[src/rtl/cascade_master_sequencer_if.sv]
// rtl/cascade_master_sequencer_if.sv - INTA/cascade bus bundle between CPU-side logic and the master sequencer
//
// Purpose: groups the acknowledge input, the ICW/priority-resolver inputs, and the
// cascade/data-enable outputs of the master-side cascade sequencer.
// Ports (signals):
//   INTA_N         CPU interrupt acknowledge, active low, asynchronous
//   SPEN           1 = master device, 0 = slave device
//   SNGL           ICW1 single mode
//   MODE_8086      1 = 2-pulse sequence, 0 = 3-pulse 8080 sequence
//   ICW3_SLAVES    bit n set: IRn carries a cascaded slave
//   IR_LEVEL       resolved highest-priority level
//   IR_VALID       IR_LEVEL is meaningful
//   CASCADE        slave ID for CAS2..0
//   CAS_OE         CAS tri-state enable
//   MASTER_DATA_EN master drives the data bus during this pulse
//   SEQ_DONE       one-cycle pulse at the end of a full sequence
//   SEQ_ABORT      one-cycle pulse on gap timeout
// Modports: master = sequencer side, slave = surrounding logic / stimulus side.

interface cascade_master_sequencer_if;
  logic       INTA_N;
  logic       SPEN;
  logic       SNGL;
  logic       MODE_8086;
  logic [7:0] ICW3_SLAVES;
  logic [2:0] IR_LEVEL;
  logic       IR_VALID;
  logic [2:0] CASCADE;
  logic       CAS_OE;
  logic       MASTER_DATA_EN;
  logic       SEQ_DONE;
  logic       SEQ_ABORT;

  modport master (
    input  INTA_N, SPEN, SNGL, MODE_8086, ICW3_SLAVES, IR_LEVEL, IR_VALID,
    output CASCADE, CAS_OE, MASTER_DATA_EN, SEQ_DONE, SEQ_ABORT
  );

  modport slave (
    output INTA_N, SPEN, SNGL, MODE_8086, ICW3_SLAVES, IR_LEVEL, IR_VALID,
    input  CASCADE, CAS_OE, MASTER_DATA_EN, SEQ_DONE, SEQ_ABORT
  );
endinterface

[src/rtl/cascade_master_sequencer.sv]
// rtl/cascade_master_sequencer.sv - master-side 8259 cascade bus sequencer
//
// Purpose: follows the INTA pulse train (2 pulses in 8086 mode, 3 in 8080 mode),
// latches the resolved IR level at the first pulse, drives the slave ID on the
// cascade lines when that level has a slave attached, and tells the data-bus
// block in which pulses the master itself supplies the data.
// Parameters:
//   SYNC_STAGES    flops in the INTA_N synchronizer (>= 2)
//   TIMEOUT_CYCLES clk cycles INTA_N may stay high between pulses before abort
// Ports:
//   clk    system clock
//   reset  asynchronous active-high reset
//   bus    cascade_master_sequencer_if.master (inputs INTA_N..IR_VALID,
//          registered outputs CASCADE, CAS_OE, MASTER_DATA_EN, SEQ_DONE, SEQ_ABORT)

module cascade_master_sequencer #(
  parameter int SYNC_STAGES    = 2,
  parameter int TIMEOUT_CYCLES = 16
) (
  input  logic                           clk,
  input  logic                           reset,
  cascade_master_sequencer_if.master     bus
);

  localparam int             CW       = $clog2(TIMEOUT_CYCLES + 1);
  localparam logic [CW-1:0]  CNT_LAST = CW'(TIMEOUT_CYCLES - 1);

  typedef enum logic [2:0] {
    IDLE = 3'd0,
    P1   = 3'd1,
    G1   = 3'd2,
    P2   = 3'd3,
    G2   = 3'd4,
    P3   = 3'd5,
    DONE = 3'd6
  } state_t;

  // INTA_N synchronizer plus one edge-detect flop. Reset to the idle (high)
  // level so leaving reset never looks like a falling edge.
  logic [SYNC_STAGES-1:0] sync_q;
  logic                   inta_prev;
  logic                   inta_s;
  logic                   fall;
  logic                   rise;

  assign inta_s = sync_q[SYNC_STAGES-1];
  assign fall   = inta_prev & ~inta_s;
  assign rise   = ~inta_prev & inta_s;

  always_ff @(posedge clk or posedge reset) begin
    if (reset) begin
      sync_q    <= '1;
      inta_prev <= 1'b1;
    end else begin
      sync_q    <= {sync_q[SYNC_STAGES-2:0], bus.INTA_N};
      inta_prev <= inta_s;
    end
  end

  logic       enabled;
  logic [2:0] new_lvl;
  logic       new_hit;

  assign enabled = bus.SPEN & ~bus.SNGL;
  // A spurious acknowledge resolves to level 7 and never selects a slave.
  assign new_lvl = bus.IR_VALID ? bus.IR_LEVEL : 3'd7;
  assign new_hit = bus.IR_VALID & bus.ICW3_SLAVES[bus.IR_LEVEL];

  // Output values for the state being entered: {CASCADE, CAS_OE, MASTER_DATA_EN}.
  // Computed at the transition so the outputs are registered alongside the state.
  function automatic logic [4:0] drive(state_t s, logic h, logic m, logic [2:0] l);
    logic oe;
    logic mde;
    oe  = h & ((s == P1) | (s == G1) | (s == P2) | (s == G2) | (s == P3));
    mde = 1'b0;
    case (s)
      P1:      mde = ~m;   // 8080 master always sends the CALL opcode
      P2, P3:  mde = ~h;   // vector bytes come from the slave when one is hit
      default: mde = 1'b0;
    endcase
    return {(oe ? l : 3'b000), oe, mde};
  endfunction

  state_t        state;
  logic [2:0]    lvl;
  logic          hit;
  logic          m86;
  logic [CW-1:0] cnt;
  logic [2:0]    cascade_q;
  logic          cas_oe_q;
  logic          mde_q;
  logic          done_q;
  logic          abort_q;

  always_ff @(posedge clk or posedge reset) begin
    if (reset) begin
      state     <= IDLE;
      lvl       <= 3'd0;
      hit       <= 1'b0;
      m86       <= 1'b0;
      cnt       <= '0;
      cascade_q <= 3'd0;
      cas_oe_q  <= 1'b0;
      mde_q     <= 1'b0;
      done_q    <= 1'b0;
      abort_q   <= 1'b0;
    end else begin
      done_q  <= 1'b0;
      abort_q <= 1'b0;
      if (!enabled && state != IDLE) begin
        // Losing master status mid-sequence drops everything silently.
        state                         <= IDLE;
        cnt                           <= '0;
        {cascade_q, cas_oe_q, mde_q}  <= 5'd0;
      end else begin
        case (state)
          IDLE: begin
            if (enabled && fall) begin
              state                        <= P1;
              lvl                          <= new_lvl;
              hit                          <= new_hit;
              m86                          <= bus.MODE_8086;
              {cascade_q, cas_oe_q, mde_q} <= drive(P1, new_hit, bus.MODE_8086, new_lvl);
            end
          end
          P1: begin
            if (rise) begin
              state                        <= G1;
              cnt                          <= '0;
              {cascade_q, cas_oe_q, mde_q} <= drive(G1, hit, m86, lvl);
            end
          end
          G1, G2: begin
            // A fall wins over a timeout landing on the same cycle.
            if (fall) begin
              state                        <= (state == G1) ? P2 : P3;
              {cascade_q, cas_oe_q, mde_q} <= drive((state == G1) ? P2 : P3, hit, m86, lvl);
            end else if (cnt == CNT_LAST) begin
              state                        <= IDLE;
              cnt                          <= '0;
              abort_q                      <= 1'b1;
              {cascade_q, cas_oe_q, mde_q} <= 5'd0;
            end else begin
              cnt <= cnt + 1'b1;
            end
          end
          P2: begin
            if (rise) begin
              if (m86) begin
                state                        <= DONE;
                done_q                       <= 1'b1;
                {cascade_q, cas_oe_q, mde_q} <= 5'd0;
              end else begin
                state                        <= G2;
                cnt                          <= '0;
                {cascade_q, cas_oe_q, mde_q} <= drive(G2, hit, m86, lvl);
              end
            end
          end
          P3: begin
            if (rise) begin
              state                        <= DONE;
              done_q                       <= 1'b1;
              {cascade_q, cas_oe_q, mde_q} <= 5'd0;
            end
          end
          DONE: begin
            // Any fall seen here is dropped; a new sequence must start from IDLE.
            state <= IDLE;
          end
          default: begin
            state                        <= IDLE;
            {cascade_q, cas_oe_q, mde_q} <= 5'd0;
          end
        endcase
      end
    end
  end

  assign bus.CASCADE        = cascade_q;
  assign bus.CAS_OE         = cas_oe_q;
  assign bus.MASTER_DATA_EN = mde_q;
  assign bus.SEQ_DONE       = done_q;
  assign bus.SEQ_ABORT      = abort_q;

endmodule

[src/flat_wrapper.sv]
// flat-port wrapper written by rule: the top's interface ports become plain ports
module cascade_master_sequencer_flat 
#(
  parameter int SYNC_STAGES    = 2,
  parameter int TIMEOUT_CYCLES = 16
)
  (clk, reset, bus_INTA_N, bus_SPEN, bus_SNGL, bus_MODE_8086, bus_ICW3_SLAVES, bus_IR_LEVEL, bus_IR_VALID, bus_CASCADE, bus_CAS_OE, bus_MASTER_DATA_EN, bus_SEQ_DONE, bus_SEQ_ABORT);
  cascade_master_sequencer_if bus_i ();
  input  logic clk;
  input  logic reset;
  input wire logic [$bits(bus_i.INTA_N)-1:0] bus_INTA_N;
  input wire logic [$bits(bus_i.SPEN)-1:0] bus_SPEN;
  input wire logic [$bits(bus_i.SNGL)-1:0] bus_SNGL;
  input wire logic [$bits(bus_i.MODE_8086)-1:0] bus_MODE_8086;
  input wire logic [$bits(bus_i.ICW3_SLAVES)-1:0] bus_ICW3_SLAVES;
  input wire logic [$bits(bus_i.IR_LEVEL)-1:0] bus_IR_LEVEL;
  input wire logic [$bits(bus_i.IR_VALID)-1:0] bus_IR_VALID;
  output wire logic [$bits(bus_i.CASCADE)-1:0] bus_CASCADE;
  output wire logic [$bits(bus_i.CAS_OE)-1:0] bus_CAS_OE;
  output wire logic [$bits(bus_i.MASTER_DATA_EN)-1:0] bus_MASTER_DATA_EN;
  output wire logic [$bits(bus_i.SEQ_DONE)-1:0] bus_SEQ_DONE;
  output wire logic [$bits(bus_i.SEQ_ABORT)-1:0] bus_SEQ_ABORT;
  assign bus_i.INTA_N = bus_INTA_N;
  assign bus_i.SPEN = bus_SPEN;
  assign bus_i.SNGL = bus_SNGL;
  assign bus_i.MODE_8086 = bus_MODE_8086;
  assign bus_i.ICW3_SLAVES = bus_ICW3_SLAVES;
  assign bus_i.IR_LEVEL = bus_IR_LEVEL;
  assign bus_i.IR_VALID = bus_IR_VALID;
  assign bus_CASCADE = bus_i.CASCADE;
  assign bus_CAS_OE = bus_i.CAS_OE;
  assign bus_MASTER_DATA_EN = bus_i.MASTER_DATA_EN;
  assign bus_SEQ_DONE = bus_i.SEQ_DONE;
  assign bus_SEQ_ABORT = bus_i.SEQ_ABORT;
  cascade_master_sequencer #(.SYNC_STAGES(SYNC_STAGES), .TIMEOUT_CYCLES(TIMEOUT_CYCLES)) u_core (.clk(clk), .reset(reset), .bus(bus_i));
endmodule
[config.mk]
export PLATFORM = sky130hd
export DESIGN_NAME = cascade_master_sequencer_flat
export DESIGN_NICKNAME = d
export VERILOG_FILES = /design/src/rtl/cascade_master_sequencer_if.sv /design/src/rtl/cascade_master_sequencer.sv /design/src/flat_wrapper.sv
export SDC_FILE = /design/constraint.sdc
export NUM_CORES = 1
export LEC_CHECK = 0
export ABC_AREA = 1
export CORE_MARGIN = 2
export CORE_UTILIZATION = 35
export CTS_BUF_LIST = sky130_fd_sc_hd__clkbuf_8 sky130_fd_sc_hd__clkbuf_16
export DETAILED_ROUTE_END_ITERATION = 10
export PLACE_DENSITY_LB_ADDON = 0.15
export SLEW_MARGIN = 40
export SYNTH_ARGS = -nofsm -noshare
export SYNTH_HDL_FRONTEND = slang
export SYNTH_SLANG_ARGS = --single-unit
[constraint.sdc]
create_clock -name clk -period 1.7 [get_ports clk]
set_clock_uncertainty 0.15 [all_clocks]
set_input_delay 0.51 -clock clk [delete_from_list [all_inputs] [get_ports clk]]
set_output_delay 0.51 -clock clk [all_outputs]
set_load 0.005 [all_outputs]
After elaboration in Yosys (flattened, before gate mapping)
Index checks and enable logic that the tools add are counted.
{"block": "totals", "regBits": 23, "inputBits": 18, "output_inout_bits": 7, "wordCells": 119}
{"block": "op_classes", "eq_ne": 21, "magnitude_cmp": 1, "reduce_logical": 14, "addsub": 1, "muxes": 54, "n_bitwise": 16}
{"cell": "2-to-1 mux 3 bit", "count": 19}
{"cell": "2-to-1 mux 5 bit", "count": 6}
{"cell": "2-to-1 mux 1 bit", "count": 20}
{"cell": "one-hot mux 3 bit (6 select lines)", "count": 1}
{"cell": "== test 3 bit (second input constant)", "count": 5}
{"cell": "!= test 3 x 1 -> 1 bit (second input constant)", "count": 5}
{"cell": "one-hot mux 3 bit (5 select lines)", "count": 1}
{"cell": "one-hot mux 5 bit (3 select lines)", "count": 1}
{"cell": "== test 3 x 2 -> 1 bit (second input constant)", "count": 4}
{"cell": "AND reduction 5 bit", "count": 2}
{"cell": "NOT 1 bit", "count": 7}
{"cell": "== test 3 x 1 -> 1 bit (second input constant)", "count": 2}
{"cell": "!= test 3 bit (second input constant)", "count": 2}
{"cell": "one-hot mux 1 bit (6 select lines)", "count": 1}
{"cell": "AND reduction 6 bit", "count": 1}
{"cell": "adder 5 x 1 -> 5 bit (second input constant)", "count": 1}
{"cell": "bitwise AND 1 bit", "count": 5}
{"cell": "== test 5 x 4 -> 1 bit (second input constant)", "count": 1}
{"cell": "less-than comparator 3 x 4 -> 1 bit (second input constant)", "count": 1}
{"cell": "!= test 4 x 1 -> 1 bit (second input constant)", "count": 1}
{"cell": "OR 1 bit", "count": 4}
{"cell": "one-hot mux 1 bit (2 select lines)", "count": 2}
{"cell": "one-hot mux 1 bit (4 select lines)", "count": 1}
{"cell": "AND reduction 4 bit", "count": 1}
{"cell": "other kinds (11)", "count": 13}

Logic depth before layout (Yosys ltp)
Gate-level depths: netlist of run 1.
{"block": "logic_depth", "ltp_word": 12, "depth_mapped": 10, "ltp_nobuf": 10}

Worst setup path after synthesis of run 1
No wires, ideal clock.
{"block": "synth_timing", "path_type": "input port to flip-flop", "from": "input port bus_SNGL", "to": "register u_core.hit", "arrival_time_ns": 1.279, "required_time_ns": 1.429, "setup_time_ns": 0.121, "stages": 8, "slack_ns": 0.149, "n_path_buf": 0, "cell_sequence": "inv_1 -> nand2_1 -> nor2_1 -> inv_1 -> nor2_2 -> inv_1 -> nand2_1 -> o21ai_1"}
{"block": "synth_via", "elab_chain_cells": 6, "elab_cells_between_ends": 7, "classes_between": "bitwise: 3; reduce/logical: 4"}
{"item": "from (decl)", "line": "flat_wrapper.sv:13", "text": "input wire logic [$bits(bus_i.SNGL)-1:0] bus_SNGL;"}
{"item": "NOT 1 bit (*)", "line": "cascade_master_sequencer.sv:64", "text": "assign enabled = bus.SPEN & ~bus.SNGL;"}
{"item": "bitwise AND 1 bit (*)", "line": "cascade_master_sequencer.sv:64"}
{"item": "logical NOT 1 bit", "line": "cascade_master_sequencer.sv:110", "text": "if (!enabled && state != IDLE) begin"}
{"item": "logical AND 1 bit", "line": "cascade_master_sequencer.sv:110"}
{"item": "NOT 1 bit (no source line)"}
{"item": "AND reduction 3 bit (no source line) (*)"}
{"item": "to (signal assigned)", "line": "cascade_master_sequencer.sv:121", "text": "hit <= new_hit;"}
{"item": "to (decl)", "line": "cascade_master_sequencer.sv:86", "text": "logic hit;"}
Mark *: on every way between the ends. The rest lies on a longest branch, timed or not.
A chain may end at the register's enable or synchronous reset.

Final worst setup path of run 1
{"block": "layout_timing", "from": "register u_core.state[0]", "to": "register u_core.cascade_q[0], in the netlist u_core.bus.CASCADE[0]"}
{"block": "layout_via", "elab_chain_cells": 12, "elab_cells_between_ends": 32, "classes_between": "eq/ne: 17; mux: 5; bitwise: 5; reduce/logical: 5"}
{"item": "from (decl)", "line": "cascade_master_sequencer.sv:84", "text": "state_t state;"}
{"item": "from (signal assigned)", "line": "cascade_master_sequencer.sv:136", "text": "state <= (state == G1) ? P2 : P3;"}
{"item": "== test 3 x 2 -> 1 bit", "line": "cascade_master_sequencer.sv:116, cascade_master_sequencer.sv:137"}
{"item": "2-to-1 mux 3 bit", "line": "cascade_master_sequencer.sv:137", "text": "{cascade_q, cas_oe_q, mde_q} <= drive((state == G1) ? P2 : P3, hit, m86, lvl);"}
{"item": "== test 3 x 1 -> 1 bit or == test 3 x 2 -> 1 bit (tied branches)", "line": "cascade_master_sequencer.sv:74", "text": "oe = h & ((s == P1) | (s == G1) | (s == P2) | (s == G2) | (s == P3));"}
{"item": "OR 1 bit (4 in a row)", "line": "cascade_master_sequencer.sv:74"}
{"item": "bitwise AND 1 bit", "line": "cascade_master_sequencer.sv:74"}
{"item": "2-to-1 mux 3 bit", "line": "cascade_master_sequencer.sv:81", "text": "return {(oe ? l : 3'b000), oe, mde};"}
{"item": "2-to-1 mux 3 bit", "line": "cascade_master_sequencer.sv:135", "text": "if (fall) begin"}
{"item": "one-hot mux 3 bit (6 select lines)", "line": "cascade_master_sequencer.sv:116", "text": "case (state)"}
{"item": "2-to-1 mux 3 bit", "line": "cascade_master_sequencer.sv:110"}
{"item": "to (signal assigned)", "line": "cascade_master_sequencer.sv:123", "text": "{cascade_q, cas_oe_q, mde_q} <= drive(P1, new_hit, bus.MODE_8086, new_lvl);"}
{"item": "to (signal assigned)", "line": "cascade_master_sequencer.sv:130", "text": "{cascade_q, cas_oe_q, mde_q} <= drive(G1, hit, m86, lvl);"}
{"item": "to (signal assigned)", "line": "cascade_master_sequencer.sv:137"}
{"item": "to (decl)", "line": "cascade_master_sequencer.sv:89", "text": "logic [2:0] cascade_q;"}
Several ways; a longest one is shown, not always the timed one.

==> results of run 1 <==
-- cell type report --
class                      instances  area share
multi-input combinational        139       0.402
sequential                        23       0.300
timing repair buffer              44       0.205
inverter                          20      0.0386
tap                               48      0.0309
clock buffer                       3      0.0212
clock inverter                     1     0.00193
-- how the worst max path moves through the flow --
stage | depth (start not counted) | from | endpoint
floorplan | 8 | bus_SNGL | u_core.hit$_DFFE_PP0P_
global placement | 9 | bus_SPEN | u_core.bus.CASCADE[1]$_DFFE_PP0P_
detailed placement | 9 | bus_SPEN | u_core.bus.CASCADE[0]$_DFFE_PP0P_
CTS | 9 | u_core.cnt[1]$_DFFE_PP0P_ | u_core.bus.CASCADE[0]$_DFFE_PP0P_
global route | 8 | u_core.inta_prev$_DFF_PP1_ | u_core.cnt[1]$_DFFE_PP0P_
finish | 8 | u_core.state[0]$_DFFE_PP0P_ | u_core.bus.CASCADE[0]$_DFFE_PP0P_
-- state kept, by name, summed over array words and instances (netlist names) --
name,count
u_core.inta_prev,1
u_core.m86,1
u_core.bus.CAS_OE,1
u_core.hit,1
u_core.bus.SEQ_DONE,1
u_core.cnt,5
u_core.bus.SEQ_ABORT,1
u_core.bus.CASCADE,3
u_core.bus.MASTER_DATA_EN,1
u_core.lvl,3
u_core.state,3
u_core.sync_q,2
-- logic make-up (layout without fill, tap and decap cells) --
family	after synthesis	after routing	share of synthesized area
and+or+nand+nor	121	121	0.426
DFF	23	23	0.423
buffers and inverters	22	68	0.0685
AOI/OAI and AO/OA	16	16	0.0676
adders and majority gates	1	1	0.00913
xor gates and xnor gates	1	1	0.00639
-- worst max-delay path: stages (launching register included) --
cell and delay [ns]:
dfrtp_2 0.49, nor2_4 0.16, nand2_4 0.13, nand2_4 0.12
buf_4 0.14, nand2_1 0.08, nor2_4 0.14, nand2_1 0.06
nand2_1 0.07
-- cell usage after synthesis --
cell type / number / area (µm²)
a21boi_1: 1 / 7.51
a21oi_2: 1 / 8.76
nand3_1: 17 / 85.1
xnor2_1: 1 / 8.76
buf_4: 1 / 7.51
nand3b_1: 2 / 15.0
inv_2: 2 / 7.51
o21ai_1: 6 / 30.0
inv_1: 18 / 67.6
buf_6: 1 / 11.3
a21oi_1: 3 / 15.0
ha_1: 1 / 12.5
nor3b_1: 1 / 7.51
a31oi_1: 2 / 12.5
nand3_4: 1 / 17.5
nand2_1: 67 / 251
nand2_4: 2 / 22.5
nand4_2: 1 / 12.5
dfrtp_1: 20 / 500
nor2_1: 11 / 41.3
nor2_4: 2 / 22.5
nor3_1: 3 / 15.0
nand4_1: 4 / 25.0
or2_2: 1 / 6.26
o21ai_0: 2 / 10.0
a31o_2: 1 / 8.76
nor2_2: 5 / 31.3
nand3b_2: 1 / 11.3
nand2_2: 3 / 18.8
dfstp_2: 3 / 78.8
-- where the power goes --
part	internal [mW]	leakage, nW	switching [mW]
clock network	0.162	0.0269	0.180
registers	0.702	0.290	0.167
logic	0.568	0.675	0.796
-- what timing repair did --
action | 4_1_cts | 5_1_grt
resized for setup | 20 | 17
hold endpoints to repair | 0 | 0
setup buffers | 2 | 3
hold buffers | 0 | 0
pin swaps | 6 | 10
endpoints found under the setup margin | 20 | 10
-- routing by layer --
metal | GRT usage | vias up
li1 | - | 687
met1 | 0.189 | 628
met2 | 0.285 | 28
met3 | 0.0321 | 5
met4 | 0.0510 | 0
met5 | 0 | -
-- stage by stage --
| step | setup TNS, ns | power (mW) |
|---|---|---|
| after CTS | 0 | 2.51 |
| after global placement | -5.13 | 2.10 |
| after floorplan | 0 | 1.72 |
| after global routing | -0.0246 | 2.80 |
| final | 0 | 2.58 |
| after detailed placement | -5.48 | 2.12 |
==> out/metrics.cfg, run 1 <==
[final_layout]
final_common_cell = nand2_1
layout_common_cells = nand2_1 (65), buf_4 (18), inv_1 (17), dfrtp_1 (17), nand3_1 (15)
final_area_um2 = 1940
area_delta_synth_final_pct = 41.9
instances_no_fill = 278
finish.utilization = 0.523
multi_input_area_um2 = 782
seqCellArea_um2 = 583
antenna_cells = 0
n_fill_cell = 367
final_layout_size_suffix_gt1_frac = 0.265
nNetsFinal = 250

[floorplan]
dieArea_um2 = 4430
die_w_um = 66.6
start_util = 0.369
core_area_um2 = 3720
fp-row-count = 22
pin_count = 25
chipHeight_um = 66.6

[worst_setup_path]
cp-start-kind = flop
r2r-start = u_core.state[0]$_DFFE_PP0P_
cp-end-kind = flop
worstPathArrival_ns = 1.67
required_ns = 1.76
crit_fanout = 8
worstSetupPathType = flop to flop
rr_endpoint = u_core.bus.CASCADE[0]$_DFFE_PP0P_
reg2reg_depth = 8
rrSetupSlack_ns = 0.1

[timing]
fin_ws_ns = 0.0966
maxSlewHeadroom = 0.843
worst_pin_slew_ns = 0.236
maxSlewViolCount = 0
fmax_mhz = 624
rsz0062_at_grt = true
setup_viol = 0
fin_hold_ws_ns = 0.209
min_period_ns = 1.60
finalHoldViolCount = 0
post-route-period-util = 0.943

[grt]
grt_pass1_wl_um = 5380
grt_usage = 0.159
antenna_found_initial = 0
gr-total-overflow = 0
grt_pass1_vias = 1314
grt_max_degree = 24

[yosys]
synth_cells = 184
synth.distinct_cells = 30
syn-num-nets = 203
synth-seq-cells = 23
yosysSeqAreaShare = 0.423
yosysWarnings = 0
synth_area_um2 = 1370
synth_area_per_cell_um2 = 7.45

[pwr]
irDropWorstVdd_v = 0.000580
p_leak_nw = 0.992
power.density_nw_per_um2 = 1320

[place]
place_hpwl_um = 2430
dpl_cell_area_um2 = 1780
place_ws_ns = -0.357
place.gp.congestion = 0.813
port_buffers = 24
dp.cells = 270

[clock_network]
htreeDepth = 1
cts.sinks = 23
root_buffer = clkbuf_8
clk_path_buf_depth = 2
cts-buffers-inserted = 3
tritoncts = done
clk_latency_ns = 0.27
clkSlewWorstSetupHoldPaths_ns = 0.09

[detailed_routing]
routed-wl-met3_um = 105
top_layer_used = met4
dr.first_iter.drc_count = 75
routed_wl_um = 3170
dr.pass1.iters = 4
wl_met1_um = 1380
vias_per_cell = 4.85
avgRoutedWirePerCell_um = 11.4
remaining_drc_errors = 0
dr_total_vias = 1348
wl_met2_um = 1650
postRouteAntennaNets = 0

[hold_path]
hold_path_end = u_core.sync_q[1]$_DFF_PP1_
min_from = u_core.sync_q[0]$_DFF_PP1_
hold_path_class = flop to flop
min_delay_path_depth = 0

[job]
maxCapViolations = 0

[run_status]
status = finished clean

(Power assumes the default switching activity.)
==> run 2: changes to the inputs <==
--- a/config.mk
+++ b/config.mk
@@ -9,7 +9,9 @@
 export CORE_MARGIN = 2
 export CORE_UTILIZATION = 35
 export CTS_BUF_LIST = sky130_fd_sc_hd__clkbuf_8 sky130_fd_sc_hd__clkbuf_16
+export CTS_CLUSTER_DIAMETER = 200
 export DETAILED_ROUTE_END_ITERATION = 10
+export GPL_ROUTABILITY_DRIVEN = 0
 export PLACE_DENSITY_LB_ADDON = 0.15
 export SLEW_MARGIN = 40
 export SYNTH_ARGS = -nofsm -noshare
==> results of run 2 <==
Same layout as run 1: the final DEF is identical, and so are final timing and power.
==> run 3: changes to the inputs <==
--- a/config.mk
+++ b/config.mk
@@ -6,7 +6,7 @@
 export NUM_CORES = 1
 export LEC_CHECK = 0
 export ABC_AREA = 1
-export CORE_MARGIN = 2
+export CORE_MARGIN = 8
 export CORE_UTILIZATION = 35
 export CTS_BUF_LIST = sky130_fd_sc_hd__clkbuf_8 sky130_fd_sc_hd__clkbuf_16
 export CTS_CLUSTER_DIAMETER = 200
==> run 3 against run 2 <==
Flip-flop and latch count did not move. Total power rose by 2.7%. Critical path depth fell by 1. Combinational power rose by 6%. Sequential power fell by 2%. Utilization rose by 0.61 points. Clock power rose by 3%. Design area rose by 1.2%. First-iteration DRC count rose by 15%. Routed wire length rose by 7.6%. Global-route usage fell by 4.5 points. Cell count rose by 1.1%. Critical path type unchanged. Largest cell class unchanged. Largest power group unchanged. Highest routed layer unchanged.
==> out/metrics.cfg, run 3 (synthesis gave the netlist of run 1 again) <==
[floorplan]
chipHeight_um = 78.6  ; +18%
pin_count = 25  ; unchanged
dieArea_um2 = 6170  ; +39%
die_w_um = 78.6  ; +18%
core_area_um2 = 3720  ; unchanged
start_util = 0.369  ; unchanged
fp-row-count = 22  ; unchanged

[final_layout]
nNetsFinal = 253  ; +1.2%
layout_common_cells = nand2_1 (64), buf_4 (19), dfrtp_1 (18), inv_1 (16), nand3_1 (14)
largest-register = u_core.cnt
multi_input_area_um2 = 781  ; -0.16%
seqCellArea_um2 = 582  ; -0.21%
n_fill_cell = 367  ; unchanged
area_delta_synth_final_pct = 43.6
final_common_cell = nand2_1
final_area_um2 = 1970  ; +1.2%
final_layout_size_suffix_gt1_frac = 0.279  ; +0.0138
largest_reg_flops = 5  ; unchanged
antenna_cells = 0  ; unchanged

[grt]
gr-total-overflow = 0  ; unchanged
grt_max_degree = 24  ; unchanged
antenna_found_initial = 0  ; unchanged
grt_pass1_wl_um = 5900  ; +9.7%
grt_pass1_vias = 1367  ; +4.0%
grt_usage = 0.114  ; -0.0452

[worst_setup_path]
worstPathArrival_ns = 1.68  ; about the same
critPathSlowestCell = dfrtp_2
r2r-start = u_core.state[1]$_DFFE_PP0P_
cp-end-kind = flop
cp-start-kind = flop
worstSetupPathType = flop to flop
crit_path_start = u_core.state[1]$_DFFE_PP0P_
crit_fanout = 6  ; -2
max_stage_delay_ns = 0.47  ; -0.02 ns
required_ns = 1.75  ; about the same
crit_chain = clkbuf_2 -> buf_4 -> nor3_1 -> a21oi_1 -> nand3b_1 -> nand2_1 -> o21ai_1
path_buf_inv = 2  ; +1
crit_family = flip-flops

[timing]
maxSlewHeadroom = 0.835  ; -0.00789
final.setup.tns_ns = 0  ; unchanged
finalHoldViolCount = 0  ; unchanged
worst_pin_slew_ns = 0.246  ; +0.00994 ns
fin_ws_ns = 0.0766  ; -0.0200 ns
post-route-period-util = 0.955  ; +0.0118
rsz0062_at_grt = true
fmax_mhz = 616  ; -1.2%
fin_hold_ws_ns = 0.209  ; +0.000258 ns
maxSlewViolCount = 0  ; unchanged
setup_viol = 0  ; unchanged
min_period_ns = 1.62  ; +0.0200 ns

[hold_path]
min_from = u_core.sync_q[0]$_DFF_PP1_
hold_path_class = flop to flop

[clock_network]
root_buffer = clkbuf_8
clk_path_buf_depth = 2  ; unchanged
clkSlewWorstSetupHoldPaths_ns = 0.09  ; about the same
cts-buffers-inserted = 3  ; unchanged
htreeDepth = 1  ; unchanged
tritoncts = done
ctsHoldBuffers = 0  ; unchanged
clk_latency_ns = 0.27  ; about the same
cts.sinks = 23  ; unchanged

[pwr]
irDropWorstVdd_v = 0.000511  ; -12%
power.density_nw_per_um2 = 1350  ; +1.6%
power_mw = 2.65  ; +2.7%
p_leak_nw = 1.01  ; +1.4%

[detailed_routing]
avgRoutedWirePerCell_um = 12.1  ; +6.5%
dr.pass1.iters = 4  ; unchanged
vias_per_cell = 4.84  ; -0.11%
dr.first_iter.drc_count = 86  ; +15%
remaining_drc_errors = 0  ; unchanged
routed_wl_um = 3410  ; +7.6%
postRouteAntennaNets = 0  ; unchanged
dr_total_vias = 1361  ; +0.96%

[job]
maxCapViolations = 0  ; unchanged

[place]
dpl_cell_area_um2 = 1780  ; unchanged
place_hpwl_um = 2630  ; +8.3%
place_ws_ns = -0.365  ; -0.00784 ns
port_buffers = 24  ; unchanged

[run_status]
status = finished clean

[run 3: changes by cell type in the layout (fill, tap and decap cells not counted), sizes merged]
| cell | before | now |
|---|---|---|
| clkinv | 0 | 1 |
| clkbuf | 3 | 4 |
| buf | 20 | 22 |
| inv | 21 | 20 |
[run 3: cell type report]
class                   instances  share of cell area
multi-input cells             139               0.397
flip-flops and latches         23               0.296
repair buffers                 47               0.215
inverters                      20              0.0382
well taps                      48              0.0305
clock buffers                   3              0.0210
clock inverters                 1             0.00254
[run 3: path summary, 6_finish.rpt]
kind / to / slack [ns] / cells after the start
worst max-delay path: u_core.state[1]$_DFFE_PP0P_ / 0.08 / 7
worst min-delay path: u_core.sync_q[1]$_DFF_PP1_ / 0.21 / 0
worst max register to register: u_core.state[1]$_DFFE_PP0P_ / 0.08 / 7
worst min register to register: u_core.sync_q[1]$_DFF_PP1_ / 0.21 / 0
max in group asynchronous: u_core.inta_prev$_DFF_PP1_ / 0.77 / 3
min in group asynchronous: u_core.bus.SEQ_ABORT$_DFF_PP0_ / 0.41 / 3
[run 3: where the power goes]
part | switching, mW | total (mW) | leakage (nW) | internal (mW)
Sequential | 0.153 | 0.853 | 0.291 | 0.700
Combinational | 0.832 | 1.44 | 0.690 | 0.610
Clock | 0.188 | 0.352 | 0.0255 | 0.164
Total | 1.17 | 2.65 | 1.01 | 1.47
[run 3: what timing repair did]
action | in CTS | in global routing
setup endpoints to repair | 21 | 11
gates resized for setup | 20 | 16
buffers inserted | 1 | 6
pin swaps | 7 | 11
[run 3: stage by stage]
stage                      util  instances
after detailed placement  0.480        270
after CTS                 0.503        275
after global routing      0.529        281
after global placement    0.480        270
final                     0.529        281
after floorplan               -        184
[run 3: per-layer routing]
layer	up-vias	track usage	routed length, µm
met5	-	0	0
met4	0	0.0333	14
met3	2	0.0273	150
met2	28	0.205	1760
met1	640	0.130	1490
li1	691	-	-
